$ cat config.mk
export PLATFORM = sky130hd
export DESIGN_NAME = uart_center_transmit
export DESIGN_NICKNAME = d
export VERILOG_FILES = /design/src/rtl/uart_center_transmit.sv
export SDC_FILE = /design/constraint.sdc
export NUM_CORES = 1
export LEC_CHECK = 0
export ABC_AREA = 1
export BUFFER_PORTS_ARGS = -buffer_cell sky130_fd_sc_hd__clkbuf_2
export CAP_MARGIN = 20
export CORE_MARGIN = 5
export CORE_UTILIZATION = 54
export DETAILED_ROUTE_END_ITERATION = 12
export PLACE_DENSITY = 0.79
export REMOVE_ABC_BUFFERS = 1
export SLEW_MARGIN = 20
export SYNTH_ARGS = -nofsm -noshare
export SYNTH_HDL_FRONTEND = slang
export SYNTH_SLANG_ARGS = --single-unit
export TNS_END_PERCENT = 50
$ cat constraint.sdc
create_clock -name clk -period 2 [get_ports clk]
set_clock_uncertainty 0.2 [all_clocks]
set_input_delay 0.4 -clock clk [delete_from_list [all_inputs] [get_ports clk]]
set_output_delay 0.4 -clock clk [all_outputs]
set_load 0.005 [all_outputs]
$ cat src/rtl/uart_center_transmit.sv
// uart_center_transmit
//   Reads a little-endian packed byte buffer from word-addressed memory over
//   an Avalon-MM read master and hands the bytes one at a time to the UART
//   serializer through a rdy/ack handshake. Each memory word is fetched once
//   and reused for every byte lane the transfer touches in it.
//
// Ports
//   clk, rst                    clock; asynchronous active-low reset
//   control_trans_enable        level: high runs a transfer, low aborts to IDLE
//   control_trans_start_addr    byte address of the first byte (sampled in LOAD)
//   control_trans_len           byte count (sampled in LOAD)
//   control_trans_work          high from LOAD through DONE
//   control_trans_done          one-cycle pulse at the end of a transfer
//   trans_char / trans_rdy      byte to serializer and its valid
//   trans_ack                   serializer accepted trans_char
//   avm_m1_*                    Avalon-MM read master (32-bit data)
module uart_center_transmit #(
  parameter int ADDR_WIDTH = 16,
  parameter int LEN_WIDTH  = 16
) (
  input  logic                  clk,
  input  logic                  rst,
  input  logic                  control_trans_enable,
  input  logic [ADDR_WIDTH-1:0] control_trans_start_addr,
  input  logic [LEN_WIDTH-1:0]  control_trans_len,
  output logic                  control_trans_work,
  output logic                  control_trans_done,
  output logic [7:0]            trans_char,
  output logic                  trans_rdy,
  input  logic                  trans_ack,
  output logic                  avm_m1_read,
  output logic [ADDR_WIDTH-1:0] avm_m1_address,
  input  logic                  avm_m1_waitrequest,
  input  logic                  avm_m1_readdatavalid,
  input  logic [31:0]           avm_m1_readdata
);

  typedef enum logic [2:0] {
    S_IDLE, S_LOAD, S_READ, S_READ_W, S_SEND, S_NEXT, S_DONE, S_HOLD
  } state_t;

  state_t                r_state, w_state_nx;
  logic [ADDR_WIDTH-1:0] r_addr, w_addr_nx, w_addr_inc;
  logic [LEN_WIDTH-1:0]  r_cnt, w_cnt_nx;
  logic [31:0]           r_word, w_word_nx;
  logic [7:0]            r_char, w_char_nx;
  logic                  r_rdy, w_rdy_nx;

  // Byte lane 0 is the least significant byte of the word.
  function automatic logic [7:0] lane_sel(input logic [31:0] word, input logic [1:0] lane);
    case (lane)
      2'd0:    return word[7:0];
      2'd1:    return word[15:8];
      2'd2:    return word[23:16];
      default: return word[31:24];
    endcase
  endfunction

  // Address increment wraps naturally modulo 2^ADDR_WIDTH.
  assign w_addr_inc = r_addr + ADDR_WIDTH'(1);

  // Next-state / next-data decode
  always_comb begin
    w_state_nx = r_state;
    w_addr_nx  = r_addr;
    w_cnt_nx   = r_cnt;
    w_word_nx  = r_word;
    w_char_nx  = r_char;
    w_rdy_nx   = r_rdy;
    if (!control_trans_enable) begin
      // Abort from anywhere; a late readdatavalid then lands in IDLE and is ignored.
      w_state_nx = S_IDLE;
      w_rdy_nx   = 1'b0;
    end else begin
      case (r_state)
        S_IDLE: w_state_nx = S_LOAD;
        S_LOAD: begin
          w_addr_nx  = control_trans_start_addr;
          w_cnt_nx   = control_trans_len;
          w_state_nx = (control_trans_len == '0) ? S_DONE : S_READ;
        end
        S_READ: begin
          if (!avm_m1_waitrequest) w_state_nx = S_READ_W;
        end
        S_READ_W: begin
          if (avm_m1_readdatavalid) begin
            w_word_nx  = avm_m1_readdata;
            w_char_nx  = lane_sel(avm_m1_readdata, r_addr[1:0]);
            w_rdy_nx   = 1'b1;
            w_state_nx = S_SEND;
          end
        end
        S_SEND: begin
          if (r_rdy && trans_ack) begin
            w_rdy_nx = 1'b0;
            if (r_cnt != '0) w_cnt_nx = r_cnt - LEN_WIDTH'(1);
            w_state_nx = S_NEXT;
          end
        end
        S_NEXT: begin
          if (r_cnt == '0) begin
            w_state_nx = S_DONE;
          end else begin
            w_addr_nx = w_addr_inc;
            if (w_addr_inc[1:0] == 2'd0) begin
              // Crossed into a new word: refetch.
              w_state_nx = S_READ;
            end else begin
              w_char_nx  = lane_sel(r_word, w_addr_inc[1:0]);
              w_rdy_nx   = 1'b1;
              w_state_nx = S_SEND;
            end
          end
        end
        S_DONE: w_state_nx = S_HOLD;
        S_HOLD: w_state_nx = S_HOLD;
        default: w_state_nx = S_IDLE;
      endcase
    end
  end

  // State and datapath registers
  always_ff @(posedge clk or negedge rst) begin
    if (!rst) begin
      r_state <= S_IDLE;
      r_addr  <= '0;
      r_cnt   <= '0;
      r_word  <= '0;
      r_char  <= '0;
      r_rdy   <= 1'b0;
    end else begin
      r_state <= w_state_nx;
      r_addr  <= w_addr_nx;
      r_cnt   <= w_cnt_nx;
      r_word  <= w_word_nx;
      r_char  <= w_char_nx;
      r_rdy   <= w_rdy_nx;
    end
  end

  // Outputs decoded from registered state only, so nothing glitches during reset.
  assign avm_m1_read        = (r_state == S_READ);
  assign avm_m1_address     = avm_m1_read ? {r_addr[ADDR_WIDTH-1:2], 2'b00} : '0;
  assign control_trans_work = r_state inside {S_LOAD, S_READ, S_READ_W, S_SEND, S_NEXT, S_DONE};
  assign control_trans_done = (r_state == S_DONE);
  assign trans_rdy          = r_rdy;
  assign trans_char         = r_char;

endmodule

==> impl_metrics.py <==
metrics = {
    "placement": {
        "gp_congestion": 0.908,
        "preCtsSetupSlack_ps": 40.2,
        "dp_hpwl_mm": 9.82,
        "post_dp_cell_area_mm2": 0.00535,
        "port_buffers": 95,
        "dp_cells": 920,
    },
    "grt": {
        "grtUsageTotal_pct": 25.3,
        "first_global_vias": 4977,
        "antenna_found_initial": 0,
        "grt_max_degree": 69,
        "grt_pass1_wl_mm": 23.0,
        "grt_overflow": 0,
    },
    "critical_path": {
        "r2r-end": "r_addr[0]$_DFFE_PN0P_",
        "path_class": "flop to output pin",
        "path_max_fanout": 5,
        "reg2reg_slack_ps": 80,
        "critical_path.startpoint_type": "flop",
        "cp.arrival_ps": 1500,
        "cp-end-kind": "output pin",
        "cp.required_ps": 1400,
        "r2r_cells": 9,
        "worstReg2RegStart": "r_state[2]$_DFFE_PN0P_",
    },
    "finish": {
        "final_area_mm2": 0.00572,
        "drive_gt1_share_pct": 25.2,
        "final_cells": 945,
        "multi_input_area_mm2": 0.00263,
        "nNetsFinal": 909,
        "layout.area.seq_mm2": 0.00171,
        "syn_to_final_growth_pct": 21.2,
        "fill_cells": 777,
        "antenna_cells": 0,
    },
    "floorplanning": {
        "die_w_um": 104,
        "die_area_mm2": 0.0107,
        "core_area_mm2": 0.00864,
        "die_h_um": 104,
        "rows": 34,
        "start_util_pct": 54.7,
        "num_io_pins": 98,
    },
    "sta": {
        "finalHoldViolations": 0,
        "finalMaxSlewViolations": 0,
        "rsz0062_at_grt": "true",
        "worst_slack_ps": -104,
        "post-route-min-period_ps": 2100,
        "setup_viol": 15,
        "finalCritPeriodShare_pct": 105,
        "clock.fmax_mhz": 475,
    },
    "power": {
        "power.density_mw_per_mm2": 873,
        "seq_power_share_pct": 40.6,
        "clkPwrFrac_pct": 23.5,
        "switching_share_pct": 39.8,
        "p_switching_mw": 1.99,
        "p_int_mw": 3.00,
        "p_comb_share_pct": 36.0,
        "peakVddDrop_mv": 0.491,
        "power_mw": 4.99,
        "p_leak_nw": 3.05,
    },
    "routing": {
        "drtIter0Drc": 354,
        "viasPerCell": 5.38,
        "antenna_left": 0,
        "first_pass_iters": 6,
        "drc": 0,
        "via_count": 5080,
        "totalWireLength_mm": 13.5,
        "wl_per_cell_um": 14.3,
    },
    "status": {
        "violations": "setup timing",
        "status": "finished, violations left",
    },
    "clocking": {
        "clk_latency_ps": 350,
        "cts.sinks": 68,
        "cts.root.buffer_cell": "clkbuf_8",
        "cts_buffer_depth": 2,
        "cts_made_buffers": 9,
        "htree_levels": 3,
        "clkTransAtPathRegs_ps": 80,
        "cts_tree": "yes",
    },
    "hold_path": {
        "worstHoldStart": "avm_m1_readdata[24]",
        "hold_path_class": "input port to flop",
        "holdPathEnd": "r_word[24]$_DFFE_PN0P_",
        "whs_path_depth": 3,
    },
    "yosys": {
        "synth_top_cells_by_area": "dfrtp_1 (36%), nand2_1 (21%), nor2_1 (6.9%), inv_1 (5.5%), nand3_1 (4.7%)",
        "async_flop_share_pct": 100,
        "synth_edf_count": 0,
        "synth_top_cell_area_share_pct": 36.0,
        "ys_ff_latch": 68,
        "synth_ff_type": "dfrtp_1",
        "netlist_area_mm2": 0.00472,
        "syn_inst": 720,
        "ys_seq_area_share_pct": 36.0,
        "synth_area_leader_cell": "dfrtp_1",
        "ys_types": 37,
        "yosysWarnings": 0,
        "syn_avg_cell_area_um2": 6.56,
    },
    "flow_run": {
        "drv_cap": 0,
    },
}
-- registers in the layout, indices dropped and copies added, names as in the netlist --
register,cells
r_state,3
r_addr,16
r_word,24
trans_rdy,1
r_cnt,16
trans_char,8
-- power by group through the flow --
stage	logic [mW]	registers (mW)	clock network (mW)
2_1_floorplan	1.18	1.95	0
3_3_place_gp	1.65	2.01	0
3_5_place_dp	1.71	2.03	0
4_1_cts	1.75	2.01	1.19
5_1_grt	2.04	2.07	1.26
6_report	1.79	2.03	1.17
-- critical path, cell delays in order, from the launching register on --
cell	delay, ps
dfrtp_2	480
nor3_4	220
inv_2	90
nand2_2	90
nor3_2	40
o21ai_1	90
clkbuf_2	150
-- cell usage in the layout, fill, tap and decap left out, drive strengths merged, types with 7 or more instances in the layout --
cell type,n
nor3,9
o211ai,13
buf,30
nor2,92
ha,7
inv,79
nand2,274
nand4,11
a21oi,23
o21ai,57
nand3,48
clkbuf,103
dfrtp,68
-- through the flow --
stage          utilization, %  hold WS, ps  TNS (ps)
4_1_cts                  65.5         81.0      -771
2_1_floorplan               -        -95.6      -828
3_3_place_gp             62.0          252         0
6_report                 66.2         89.5     -1310
3_5_place_dp             62.0          253         0
5_1_grt                  66.2         85.0     -2030
-- synthesized netlist by cell type (4+ instances only) --
| library cell | instances |
|---|---|
| a21oi_1 | 23 |
| buf_2 | 6 |
| buf_4 | 8 |
| buf_6 | 4 |
| clkbuf_1 | 5 |
| dfrtp_1 | 68 |
| ha_1 | 7 |
| inv_1 | 69 |
| inv_2 | 8 |
| nand2_1 | 265 |
| nand2_2 | 7 |
| nand3_1 | 44 |
| nand4_1 | 11 |
| nor2_1 | 87 |
| nor3_1 | 8 |
| o211ai_1 | 13 |
| o21ai_0 | 37 |
| o21ai_1 | 6 |
| o21ai_2 | 14 |
| or2_2 | 4 |
-- repair_timing --
item | in CTS | in global routing
endpoints found under the hold margin | 68 | 0
resized for setup | 15 | 22
pin swaps | 2 | 1
hold buffers | 1 | 0
setup endpoints to repair | 15 | 40
buffers inserted | 7 | 1
-- area by class of cell --
class	count	share of cell area [%]
Clock buffer	10	2.41
Clock inverter	6	1.12
Inverter	80	5.49
Multi-Input combinational cell	549	45.9
Sequential cell	68	29.8
Tap cell	108	2.36
Timing Repair Buffer	124	12.9
-- worst max-delay path by stage --
| stage | slack, ps | end | startpoint |
|---|---|---|---|
| floorplan | -100 | r_word[17]$_DFFE_PN0P_ | r_state[2]$_DFFE_PN0P_ |
| global placement | 140 | r_addr[11]$_DFFE_PN0P_ | r_cnt[0]$_DFFE_PN0P_ |
| detailed placement | 40 | r_addr[12]$_DFFE_PN0P_ | r_addr[0]$_DFFE_PN0P_ |
| CTS | -60 | avm_m1_address[12] | r_state[1]$_DFFE_PN0P_ |
| global route | -170 | control_trans_work | r_state[2]$_DFFE_PN0P_ |
| finish | -100 | control_trans_work | r_state[0]$_DFFE_PN0P_ |
-- cell families after synthesis --
| logic type | share of synthesized area [%] |
|---|---|
| buffers and inverters | 9.83 |
| DFF | 36.0 |
| muxes | 0.239 |
| adders and majority gates | 1.86 |
| AOI/OAI and AO/OA | 11.8 |
| xor gates and xnor gates | 0.557 |
| other | 0.0794 |
| and+or+nand+nor | 39.6 |
-- per-layer routing --
metal  global-route usage [%]  wire length (um)  part of all wire [%]  vias up
met5                        0                 0                     0        -
met4                     8.90               270                   2.0        0
met3                     4.35              1010                   7.5       29
met2                     44.0              6840                    51      216
met1                     31.4              5420                    40     2339
li1                         -                 -                     -     2496
Note: power is estimated with default switching activity, not from simulation.
